[src/rtl/dwsamp_phase_ctrl.sv]
// -----------------------------------------------------------------------------
// dwsamp_phase_ctrl
//
// Timing and sequencing controller for the tx -> noise -> channel filter ->
// anti-alias filter -> downsample-by-DW_FACTOR chain.
//
// Functions:
//   - Free-running polyphase counter (phase_cnt) that selects the tx
//     coefficient phase and produces the symbol-rate strobe.
//   - Holds receiver-side valid low until the FIR chain has filled
//     (FILL_LATENCY cycles after enable).
//   - Generates the downsampler enable at a programmable sampling phase.
//     Later receiver logic (FSE / timing recovery) can shift this phase by
//     one step with a req/ack handshake. The shift is applied only at a
//     symbol boundary.
//
// Ports:
//   clk          system clock, rising edge
//   i_reset      asynchronous active-low reset
//   i_enable     run request (level); dropping it returns to IDLE
//   i_phase_req  phase-shift request, held until o_phase_ack
//   i_phase_dir  1 = advance dw_phase, 0 = retard (sampled with the request)
//   o_phase_ack  one-cycle acknowledge when the new phase is applied
//   o_phase_sel  tx polyphase select (phase_cnt)
//   o_strobe_sym symbol-rate strobe
//   o_strobe_dw  downsampler enable
//   o_dw_phase   current downsample phase
//   o_rx_valid   receiver-side data valid
//   o_state      FSM state (IDLE=0, FILL=1, RUN=2, ADJ=3)
// -----------------------------------------------------------------------------
module dwsamp_phase_ctrl #(
    parameter int OVERSAMP     = 4,
    parameter int DW_FACTOR    = 2,
    parameter int FILL_LATENCY = 34,
    parameter int PHASE_W      = 2,
    parameter int DWPH_W       = 1
) (
    input  logic               clk,
    input  logic               i_reset,
    input  logic               i_enable,
    input  logic               i_phase_req,
    input  logic               i_phase_dir,
    output logic               o_phase_ack,
    output logic [PHASE_W-1:0] o_phase_sel,
    output logic               o_strobe_sym,
    output logic               o_strobe_dw,
    output logic [DWPH_W-1:0]  o_dw_phase,
    output logic               o_rx_valid,
    output logic [1:0]         o_state
);

    localparam int FILL_W = $clog2(FILL_LATENCY) + 1;

    typedef enum logic [1:0] {
        ST_IDLE = 2'd0,
        ST_FILL = 2'd1,
        ST_RUN  = 2'd2,
        ST_ADJ  = 2'd3
    } state_t;

    state_t              state_reg, state_next;
    logic [PHASE_W-1:0]  phase_cnt_reg, phase_cnt_next;
    logic [FILL_W-1:0]   fill_cnt_reg, fill_cnt_next;
    logic [DWPH_W-1:0]   dw_phase_reg, dw_phase_next;
    logic                req_armed_reg, req_armed_next;
    logic                phase_ack_reg, phase_ack_next;
    logic                dir_reg, dir_next;

    logic                symbol_end;
    logic [DWPH_W-1:0]   dw_phase_inc;
    logic [DWPH_W-1:0]   dw_phase_dec;

    assign symbol_end = (phase_cnt_reg == PHASE_W'(OVERSAMP - 1));

    // dw_phase is exactly log2(DW_FACTOR) bits wide, so plain +/-1 wraps
    // modulo DW_FACTOR. With no downsampling there is only phase 0.
    generate
        if (DW_FACTOR > 1) begin : g_dw_wrap
            assign dw_phase_inc = dw_phase_reg + DWPH_W'(1);
            assign dw_phase_dec = dw_phase_reg - DWPH_W'(1);
        end else begin : g_dw_single
            assign dw_phase_inc = '0;
            assign dw_phase_dec = '0;
        end
    endgenerate

    // -------------------------------------------------------------------------
    // State register
    // -------------------------------------------------------------------------
    always_ff @(posedge clk or negedge i_reset) begin
        if (!i_reset) begin
            state_reg     <= ST_IDLE;
            phase_cnt_reg <= '0;
            fill_cnt_reg  <= '0;
            dw_phase_reg  <= '0;
            req_armed_reg <= 1'b1;
            phase_ack_reg <= 1'b0;
            dir_reg       <= 1'b0;
        end else begin
            state_reg     <= state_next;
            phase_cnt_reg <= phase_cnt_next;
            fill_cnt_reg  <= fill_cnt_next;
            dw_phase_reg  <= dw_phase_next;
            req_armed_reg <= req_armed_next;
            phase_ack_reg <= phase_ack_next;
            dir_reg       <= dir_next;
        end
    end

    // -------------------------------------------------------------------------
    // Next-state logic
    // -------------------------------------------------------------------------
    always_comb begin
        state_next     = state_reg;
        phase_cnt_next = phase_cnt_reg;
        fill_cnt_next  = fill_cnt_reg;
        dw_phase_next  = dw_phase_reg;
        // Re-arm on any cycle with the request low, so a request held high
        // past its ack is never serviced a second time.
        req_armed_next = req_armed_reg | ~i_phase_req;
        phase_ack_next = 1'b0;
        dir_next       = dir_reg;

        // OVERSAMP is a power of two, so the counter wraps naturally.
        if (state_reg != ST_IDLE) begin
            phase_cnt_next = phase_cnt_reg + PHASE_W'(1);
        end

        case (state_reg)
            ST_IDLE: begin
                phase_cnt_next = '0;
                if (i_enable) begin
                    state_next    = ST_FILL;
                    fill_cnt_next = '0;
                end
            end
            ST_FILL: begin
                // Requests arriving here stay pending until RUN.
                fill_cnt_next = fill_cnt_reg + FILL_W'(1);
                if (fill_cnt_reg == FILL_W'(FILL_LATENCY - 1)) begin
                    state_next = ST_RUN;
                end
            end
            ST_RUN: begin
                if (i_phase_req && req_armed_reg) begin
                    state_next = ST_ADJ;
                    dir_next   = i_phase_dir;
                end
            end
            ST_ADJ: begin
                // Apply on the last sample of the symbol so the new phase
                // is in effect from phase_cnt=0 of the next symbol.
                if (symbol_end) begin
                    dw_phase_next  = dir_reg ? dw_phase_inc : dw_phase_dec;
                    phase_ack_next = 1'b1;
                    req_armed_next = ~i_phase_req;
                    state_next     = ST_RUN;
                end
            end
            default: state_next = ST_IDLE;
        endcase

        // Disable wins over everything, including an ADJ completing on the
        // same edge (no ack is issued then).
        if ((state_reg != ST_IDLE) && !i_enable) begin
            state_next     = ST_IDLE;
            phase_cnt_next = '0;
            fill_cnt_next  = '0;
            dw_phase_next  = '0;
            req_armed_next = 1'b1;
            phase_ack_next = 1'b0;
        end
    end

    // -------------------------------------------------------------------------
    // Decoded outputs (registers only)
    // -------------------------------------------------------------------------
    assign o_phase_sel  = phase_cnt_reg;
    assign o_phase_ack  = phase_ack_reg;
    assign o_dw_phase   = dw_phase_reg;
    assign o_state      = state_reg;
    assign o_strobe_sym = (state_reg != ST_IDLE) && symbol_end;
    assign o_rx_valid   = (state_reg == ST_RUN) || (state_reg == ST_ADJ);
    assign o_strobe_dw  = o_rx_valid &&
                          ((phase_cnt_reg & PHASE_W'(DW_FACTOR - 1)) == PHASE_W'(dw_phase_reg));

endmodule

[config.mk]
export PLATFORM = sky130hd
export DESIGN_NAME = dwsamp_phase_ctrl
export DESIGN_NICKNAME = d
export VERILOG_FILES = /design/src/rtl/dwsamp_phase_ctrl.sv
export SDC_FILE = /design/constraint.sdc
export NUM_CORES = 1
export LEC_CHECK = 0
export CELL_PAD_IN_SITES_DETAIL_PLACEMENT = 0
export CELL_PAD_IN_SITES_GLOBAL_PLACEMENT = 1
export CORE_MARGIN = 1.5
export CORE_UTILIZATION = 40
export DETAILED_ROUTE_END_ITERATION = 10
export PLACE_DENSITY_LB_ADDON = 0.1
export SLEW_MARGIN = 0
export SYNTH_ARGS = -nofsm -noshare
export SYNTH_HDL_FRONTEND = slang
export SYNTH_SLANG_ARGS = --single-unit
[constraint.sdc]
create_clock -name clk -period 4.52 [get_ports clk]
set_clock_uncertainty 0.2 [all_clocks]
set_input_delay 1.356 -clock clk [delete_from_list [all_inputs] [get_ports clk]]
set_output_delay 1.356 -clock clk [all_outputs]
set_load 0.1 [all_outputs]
==> out/metrics.cfg, run 1 <==
[floorplanning]
core_um2=1783
start_util=0.4365
dieArea_um2=2219
rows=15
die_width_um=47.11
fp.dieH_um=47.11
ios=14

[logic_synthesis]
synth-compound-area-share=0.1849
synth_area_per_cell_um2=8.844
synth-xor-area-share=0.01125
synth-simple-area-share=0.2203
synthMuxAreaShare=0.02733
syn_area_um2=778.2
synth_fa_ha_area_frac=0.04823
ys_seq_area_frac=0.4518
syn-num-nets=96
yosysWarningCount=0
syn_inst=88
synth_top_family_by_area=simple AND/OR/NAND/NOR gates
synth.distinct_cells=28
synth-seq-cells=14

[worst_setup_path]
start_kind=flip-flop
critical-path-top-delay-family=buffers and inverters
path_class=flip-flop to output pin
slowest_delay_ns=1.16
cp.required_ns=2.96
slowest_stage=clkdlybuf4s50_1
crit_path_end_kind=output pin
worstPathCellList=clkdlybuf4s50_1
path_max_fanout=4
arrival_ns=1.85
critPathBufInv=1

[sta]
setup_tns_ns=0
fin_crit_sh=0.7541
rsz0062_at_grt=false
max_freq_mhz=293.4
hold_slack_ns=0.3152
period_needed_ns=3.408
slew_violations=0
finalHoldViolCount=0
setup_viol=0
fin_ws_ns=1.112
tightest_slew_ns=0.9682
relSlewSlack=0.3525

[placed_design]
dp_hpwl_mm=1.021
place.gp.congestion=0.7666
dpl_cell_area_um2=888.4
port_buffers=12
dp_cells=120
dpl_worst_slack_ns=1.422

[grt]
grt_antenna_before_repair=0
grt_usage=0.1805
grt_overflow_total=0
first_global_vias=585
grt_pass1_wl_mm=2.704
grt_max_degree=20

[clock_tree]
clockBufferDepth=2
cts_hold_buffers=0
clkSinkCount=14
clock_latency_ns=0.28
cts_resized=0
numCtsBuffers=3
root_buffer=clkbuf_4
cts.htree.levels=1
cts_setup_buffers=0
cts_tree=yes
clkTransAtPathRegs_ns=0.09

[route]
route.detailed.drc=0
via_per_inst=5.258
vias=652
ant_nets=0
routedWlPerCell_um=12.48
routed_wirelength_mm=1.548
dr.pass1.iters=4
first_iter_violations=17

[pwr]
power_leakage_nw=0.4096
ir_worst_vdd_mv=0.1789
powerDensity_nw_per_um2=272.5

[layout]
largest_register_ffs=7
final_area_um2=924.6
final_layout_size_suffix_gt1_frac=0.1111
area.growth.synth_to_final_pct=18.81
final_common_cell=dfrtp_1
layout_common_cells=dfrtp_1 (13), o21ai_0 (11), nor2_1 (9), nand2_1 (9), clkdlybuf4s50_1 (7)
finalNonFillerCells=124
layout.nets=108
num_antenna_cells=0

[run_status]
status=finished, final reports clean

[hold_path]
hp-class=flip-flop to flip-flop

[run]
maxCapViolCount=0

cell families (layout without fill, tap and decap cells):
family,Yosys count,in the layout
and+or+nand+nor,35,35
DFF,14,14
xor gates and xnor gates,1,1
AOI/OAI and AO/OA,24,24
muxes,2,2
adders and majority gates,3,3
buffers and inverters,9,20
per-layer routing:
metal / GRT usage / up-vias / part of all wire
met5: 0 / - / 0
met2: 0.2137 / 22 / 0.41
met1: 0.2823 / 292 / 0.53
li1: - / 336 / -
met4: 0.1111 / 0 / 0.0090
met3: 0.04615 / 2 / 0.048
power breakdown:
part           internal [mW]  total (mW)  switching, mW
logic                0.00920      0.0290         0.0198
registers              0.128       0.133        0.00506
clock network         0.0490      0.0898         0.0409
total                  0.186       0.252         0.0658
through the flow:
stage,power [mW],util
final,0.2520,0.5186
after global routing,0.2652,0.5186
after CTS,0.2566,0.5186
after detailed placement,0.1647,0.4982
after global placement,0.1648,0.4982
after floorplan,0.1546,-
worst paths after layout:
check	startpoint	end	slack, ns	depth (start not counted)
max	o_phase_sel[0]$_DFFE_PN0P_	o_phase_sel[0]	1.11	1
min	o_phase_sel[0]$_DFFE_PN0P_	o_phase_sel[0]$_DFFE_PN0P_	0.32	1
max reg2reg	o_state[1]$_DFFE_PN0P_	o_dw_phase$_DFFE_PN0P_	2.82	4
min reg2reg	o_phase_sel[0]$_DFFE_PN0P_	o_phase_sel[0]$_DFFE_PN0P_	0.32	1
max in group asynchronous	i_reset	fill_cnt_reg[3]$_DFFE_PN0P_	2.46	1
min in group asynchronous	i_reset	o_state[0]$_DFFE_PN0P_	1.26	1
area by class of cell:
class | count | area, µm²
well taps | 25 | 31.28
inverters | 4 | 15.01
fillers | 169 | 858.3
multi-input cells | 65 | 382.9
repair buffers | 12 | 107.6
flip-flops and latches | 14 | 351.6
clock buffers | 4 | 36.28
worst register-to-register path, delay by kind of cell, from the launching register on:
family                 cells  cell delay [ns]
buffers and inverters      1             0.18
AO/OA/AOI/OAI              1             0.09
multiplexers               1             0.28
flip-flops                 1             0.72
AND/OR/NAND/NOR            1             0.12
cells in the mapped netlist:
master	number	area [µm²]
nand2_1	9	33.78
nand4_1	1	6.260
and4_1	1	8.760
o21ai_0	11	55.05
a21oi_1	5	25.02
a31oi_1	1	6.260
a21boi_0	2	15.01
inv_1	4	15.01
nor4bb_1	2	20.02
mux2_2	1	11.26
nor3_1	4	20.02
buf_4	2	15.01
o31a_1	1	8.760
clkbuf_1	1	3.750
o31ai_1	1	7.510
nor2_1	9	33.78
mux2i_1	1	10.01
buf_2	2	10.01
xor2_1	1	8.760
nand3_1	6	30.03
and2_1	2	12.51
o211a_1	1	10.01
dfrtp_1	13	325.3
ha_1	3	37.54
or2_1	1	6.260
o21a_1	1	7.510
dfstp_2	1	26.28
o2111ai_1	1	8.760
(Power assumes the default switching activity.)
==> run 2, diff against run 1 <==
Settings changed: CORE_UTILIZATION 40 to 37.
Clock period 4.52 ns to 3.56 ns, I/O delays scaled along.
==> run 2 against run 1 <==
Worst setup slack lost 0.44 ns; sequential share of layout area grew 0.63 points; non-clock buffer count unchanged; die area up 7.6%; hold slack better by 0.0029 ns; register-to-register slack worse by 0.96 ns; combinational power increased by 27%; cell count grew 1.6%; critical path type unchanged; highest routed layer unchanged.
==> out/metrics.cfg, run 2 (synthesis gave the netlist of run 1 again) <==
[run_status]
status=finished, final reports clean

[worst_setup_path]
r2r-end=o_dw_phase$_DFFE_PN0P_
reg2reg_from=o_state[1]$_DFFE_PN0P_
path_max_fanout=19  ; +15
critPathBufInv=2  ; +1
crit_path_end_kind=output pin
arrival_ns=1.62  ; -0.23 ns
cp.required_ns=2.29  ; -0.67 ns
start_kind=flip-flop
critical-path-top-delay-family=flip-flops
slowest_delay_ns=0.72  ; -0.44 ns
slowest_stage=dfrtp_1
path_class=flip-flop to output pin
reg2reg_depth=4  ; unchanged
cp_num_cells=3  ; +2
regToRegSetupSlack_ns=1.86  ; -0.96 ns
worstPathCellList=inv_1, nor2_2, buf_4

[route]
route.detailed.drc=0  ; unchanged
routedWlPerCell_um=12.21  ; -2.2%
via_per_inst=5.103  ; -2.9%
first_iter_violations=5  ; -12
dr.pass1.iters=4  ; unchanged
ant_nets=0  ; unchanged
vias=643  ; -1.4%
routed_wirelength_mm=1.538  ; -0.65%

[sta]
rsz0062_at_grt=false
max_freq_mhz=346.3
relSlewSlack=0.5683  ; +0.2157
setup_viol=0  ; unchanged
setup_tns_ns=0  ; unchanged
tightest_slew_ns=0.6455  ; -0.3226 ns
fin_crit_sh=0.8111
finalHoldViolCount=0  ; unchanged
hold_slack_ns=0.3181  ; +0.002882 ns
slew_violations=0  ; unchanged
period_needed_ns=2.888

[clock_tree]
cts_resized=0  ; unchanged
numCtsBuffers=3  ; unchanged
clockBufferDepth=2  ; unchanged
root_buffer=clkbuf_4
cts.htree.levels=1  ; unchanged
clock_latency_ns=0.28  ; about the same
cts_setup_buffers=0  ; unchanged
cts_hold_buffers=0  ; unchanged
cts_tree=yes
clkTransAtPathRegs_ns=0.09  ; about the same
clkSinkCount=14  ; unchanged

[layout]
final_area_um2=909.6  ; -1.6%
layout_common_cells=dfrtp_1 (13), o21ai_0 (11), nand2_1 (9), buf_4 (9), nor2_1 (8)
layout.nets=108  ; unchanged
final_common_cell=dfrtp_1
largest_register_ffs=7  ; unchanged
final_layout_size_suffix_gt1_frac=0.1515  ; +0.04040
fillers=206  ; +22%
area.growth.synth_to_final_pct=16.88
num_antenna_cells=0  ; unchanged

[floorplanning]
dieArea_um2=2387  ; +7.6%
start_util=0.3967  ; -0.03981
ios=14  ; unchanged
fp.dieH_um=48.86  ; +3.7%
core_um2=1962  ; +10%
die_width_um=48.86  ; +3.7%
rows=16  ; +1

[pwr]
power_leakage_nw=0.4108  ; +0.30%
powerDensity_nw_per_um2=328.6  ; +21%
ir_worst_vdd_mv=0.2559  ; +43%
p_total_uw=298.9  ; +19%

[grt]
first_global_vias=559  ; -4.4%
grt_overflow_total=0  ; unchanged
grt_usage=0.1502  ; -0.03029
grt_max_degree=20  ; unchanged
grt_pass1_wl_mm=2.684  ; -0.74%
grt_antenna_before_repair=0  ; unchanged

[hold_path]
min_from=o_phase_sel[0]$_DFFE_PN0P_
hp-class=flip-flop to flip-flop
holdPathEnd=o_phase_sel[0]$_DFFE_PN0P_
hold_depth=1  ; unchanged

[placed_design]
dp_hpwl_mm=1.062  ; +4.0%
port_buffers=12  ; unchanged
place.gp.congestion=0.7881  ; +2.8%
dpl_cell_area_um2=883.3  ; -0.56%

[run]
maxCapViolCount=0  ; unchanged

run 2: cell types whose count changed in the layout (fill, tap and decap cells not counted):
cell	delta
nor2_2	+1
clkbuf_8	-1
buf_4	+4
clkbuf_1	+1
clkdlybuf4s50_1	-4
nor2_1	-1
run 2: metrics by stage:
| step | utilization | instances | setup slack [ns] |
|---|---|---|---|
| finish | 0.4636 | 126 | 0.6724 |
| global route | 0.4636 | 126 | 0.5437 |
| CTS | 0.4636 | 126 | 0.6634 |
| detailed placement | 0.4503 | 122 | 0.7598 |
| global placement | 0.4503 | 122 | 0.7623 |
| floorplan | - | 88 | 0.1954 |
run 2: worst reg2reg max path, cell delays in order (launching register included):
cell and delay (ns):
dfrtp_1 0.72, inv_1 0.19, nor2_1 0.13, o21ai_0 0.08, mux2_2 0.27
run 2: worst max-delay path by stage:
stage | startpoint | to | slack, ns
6_report | o_state[1]$_DFFE_PN0P_ | o_strobe_dw | 0.67
5_1_grt | o_state[1]$_DFFE_PN0P_ | o_strobe_dw | 0.54
4_1_cts | o_state[1]$_DFFE_PN0P_ | o_strobe_dw | 0.66
3_5_place_dp | i_enable | fill_cnt_reg[3]$_DFFE_PN0P_ | 0.76
3_3_place_gp | i_enable | fill_cnt_reg[0]$_DFFE_PN0P_ | 0.76
2_1_floorplan | o_state[1]$_DFFE_PN0P_ | o_strobe_sym | 0.20
run 2: area by class of cell:
class | count | area [µm²] | area share
Clock buffer | 4 | 26.28 | 0.02889
Sequential cell | 14 | 351.6 | 0.3865
Inverter | 4 | 15.01 | 0.01651
Tap cell | 27 | 33.78 | 0.03714
Multi-Input combinational cell | 65 | 385.4 | 0.4237
Timing Repair Buffer | 12 | 97.59 | 0.1073
run 2: metal layers:
| layer | vias up | global-route usage | part of all wire |
|---|---|---|---|
| met3 | 2 | 0.06748 | 0.046 |
| met5 | - | 0 | 0 |
| met2 | 12 | 0.2100 | 0.44 |
| met1 | 295 | 0.2078 | 0.51 |
| met4 | 0 | 0.04286 | 0.0085 |
| li1 | 334 | - | - |
run 2: where the power goes:
group | internal (mW) | switching [mW]
Sequential | 0.163 | 0.00633
Combinational | 0.0114 | 0.0255
Clock | 0.0434 | 0.0497
==> run 3, diff against run 2 <==
Settings changed: CORE_UTILIZATION 37 to 34.
Clock period 3.56 ns to 2.5 ns, I/O delays scaled along.
==> run 3 against run 2 <==
Power is 57% higher; sequential cell count stayed put; sequential power is 43% higher; wire length is 5.9% higher; clock-buffer cell count stayed put; via count is 2.0% higher; critical path depth stayed put.
==> out/metrics.cfg, run 3 (synthesis gave the netlist of run 1 again) <==
[pwr]
powerDensity_nw_per_um2=446.0  ; +36%
power_leakage_nw=0.4536  ; +10%
ir_worst_vdd_mv=0.2425  ; -5.2%

[grt]
grt_pass1_wl_mm=2.960  ; +10%
first_global_vias=644  ; +15%
grt_overflow_total=0  ; unchanged
grt_antenna_before_repair=0  ; unchanged
grt_max_degree=17  ; -15%
grt_usage=0.1528  ; +0.002558

[sta]
period_needed_ns=2.245
max_freq_mhz=445.3
fin_crit_sh=0.8982
setup_tns_ns=0  ; unchanged
rsz0062_at_grt=false
relSlewSlack=0.7786  ; +0.2103
setup_viol=0  ; unchanged
finalHoldViolCount=0  ; unchanged
tightest_slew_ns=0.3295  ; -0.3160 ns
slew_violations=0  ; unchanged

[placed_design]
dp_hpwl_mm=1.259  ; +19%
dp_cells=127  ; +4.1%
port_buffers=12  ; unchanged
dpl_cell_area_um2=1013  ; +15%
place.gp.congestion=0.7465  ; -5.3%

[floorplanning]
core_um2=2191  ; +12%
die_width_um=50.85  ; +4.1%
start_util=0.3552  ; -0.04146
rows=17  ; +1
ios=14  ; unchanged
dieArea_um2=2585  ; +8.3%
fp.dieH_um=50.85  ; +4.1%

[layout]
num_antenna_cells=0  ; unchanged
largest_register_ffs=7  ; unchanged
final_area_um2=1050  ; +15%
layout_common_cells=o21ai_0 (11), nand2_1 (9), dfrtp_1 (9), nor2_1 (8), buf_12 (7)
final_layout_size_suffix_gt1_frac=0.2427  ; +0.09120
finalNonFillerCells=131  ; +4.0%
area.growth.synth_to_final_pct=34.89
fillers=215  ; +4.4%
layout.nets=112  ; +3.7%
final_common_cell=o21ai_0

[worst_setup_path]
crit_path_end_kind=output pin
start_kind=flip-flop
reg2reg_depth=5  ; +1
path_max_fanout=4  ; -15
cp.required_ns=1.55  ; -0.74 ns
arrival_ns=1.30  ; -0.32 ns
path_class=flip-flop to output pin

[clock_tree]
cts_setup_buffers=0  ; unchanged
clockBufferDepth=2  ; unchanged
clkSinkCount=14  ; unchanged
clock_latency_ns=0.28  ; about the same
cts_tree=yes
numCtsBuffers=3  ; unchanged
cts.htree.levels=1  ; unchanged
clkTransAtPathRegs_ns=0.09  ; about the same
cts_resized=0  ; unchanged
cts_hold_buffers=0  ; unchanged
root_buffer=clkbuf_4

[hold_path]
hold_depth=1  ; unchanged
hp-class=flip-flop to flip-flop

[run_status]
status=finished, final reports clean

[route]
route.detailed.drc=0  ; unchanged
first_iter_violations=2  ; -3
routed_wirelength_mm=1.628  ; +5.9%
dr.pass1.iters=3  ; -1
via_per_inst=5.008  ; -1.9%
vias=656  ; +2.0%
ant_nets=0  ; unchanged
routedWlPerCell_um=12.43  ; +1.8%

[run]
maxCapViolCount=0  ; unchanged

run 3: critical path: stages, from the launching register on:
cell and delay, ns:
dfrtp_2 0.46, ha_1 0.25, o21a_2 0.15, buf_12 0.16
run 3: cell type report:
| type | instances | area [µm²] | area share |
|---|---|---|---|
| Timing Repair Buffer | 16 | 215.2 | 0.2050 |
| Tap cell | 28 | 35.03 | 0.03337 |
| Clock buffer | 4 | 36.28 | 0.03456 |
| Inverter | 4 | 15.01 | 0.01430 |
| Multi-Input combinational cell | 65 | 391.6 | 0.3731 |
| Sequential cell | 14 | 356.6 | 0.3397 |
run 3: metal layers:
metal	GRT usage	routed length (µm)
met5	0	0
met4	0.07658	10
met3	0.03216	48
met2	0.2193	761
met1	0.2168	808
run 3: per-stage QoR:
| step | hold slack (ns) | utilization | setup slack [ns] | total power [mW] |
|---|---|---|---|---|
| global route | 0.3696 | 0.4792 | 0.1559 | 0.4961 |
| global placement | 0.3062 | 0.4626 | 0.2664 | 0.3080 |
| detailed placement | 0.3245 | 0.4626 | 0.2612 | 0.3091 |
| finish | 0.3219 | 0.4792 | 0.2545 | 0.4682 |
| CTS | 0.3374 | 0.4792 | 0.2249 | 0.4759 |
| floorplan | 0.2544 | - | -0.1273 | 0.2804 |
run 3: path summary, 6_finish.rpt:
check,start,end,slack (ns)
setup reg to reg,o_state[1]$_DFFE_PN0P_,fill_cnt_reg[0]$_DFFE_PN0P_,0.86
hold / removal,o_phase_sel[0]$_DFFE_PN0P_,o_phase_sel[0]$_DFFE_PN0P_,0.32
min in group asynchronous,i_reset,fill_cnt_reg[2]$_DFFE_PN0P_,0.57
hold reg to reg,o_phase_sel[0]$_DFFE_PN0P_,o_phase_sel[0]$_DFFE_PN0P_,0.32
setup / recovery,o_phase_sel[0]$_DFFE_PN0P_,o_strobe_sym,0.25
max in group asynchronous,i_reset,req_armed_reg$_DFF_PN1_,1.29
run 3: report_power, final:
| group | internal, mW | switching [mW] | leakage [nW] |
|---|---|---|---|
| combinational | 0.0240 | 0.0370 | 0.251 |
| sequential | 0.232 | 0.0103 | 0.182 |
| clock | 0.0885 | 0.0765 | 0.0210 |
| total | 0.344 | 0.124 | 0.454 |
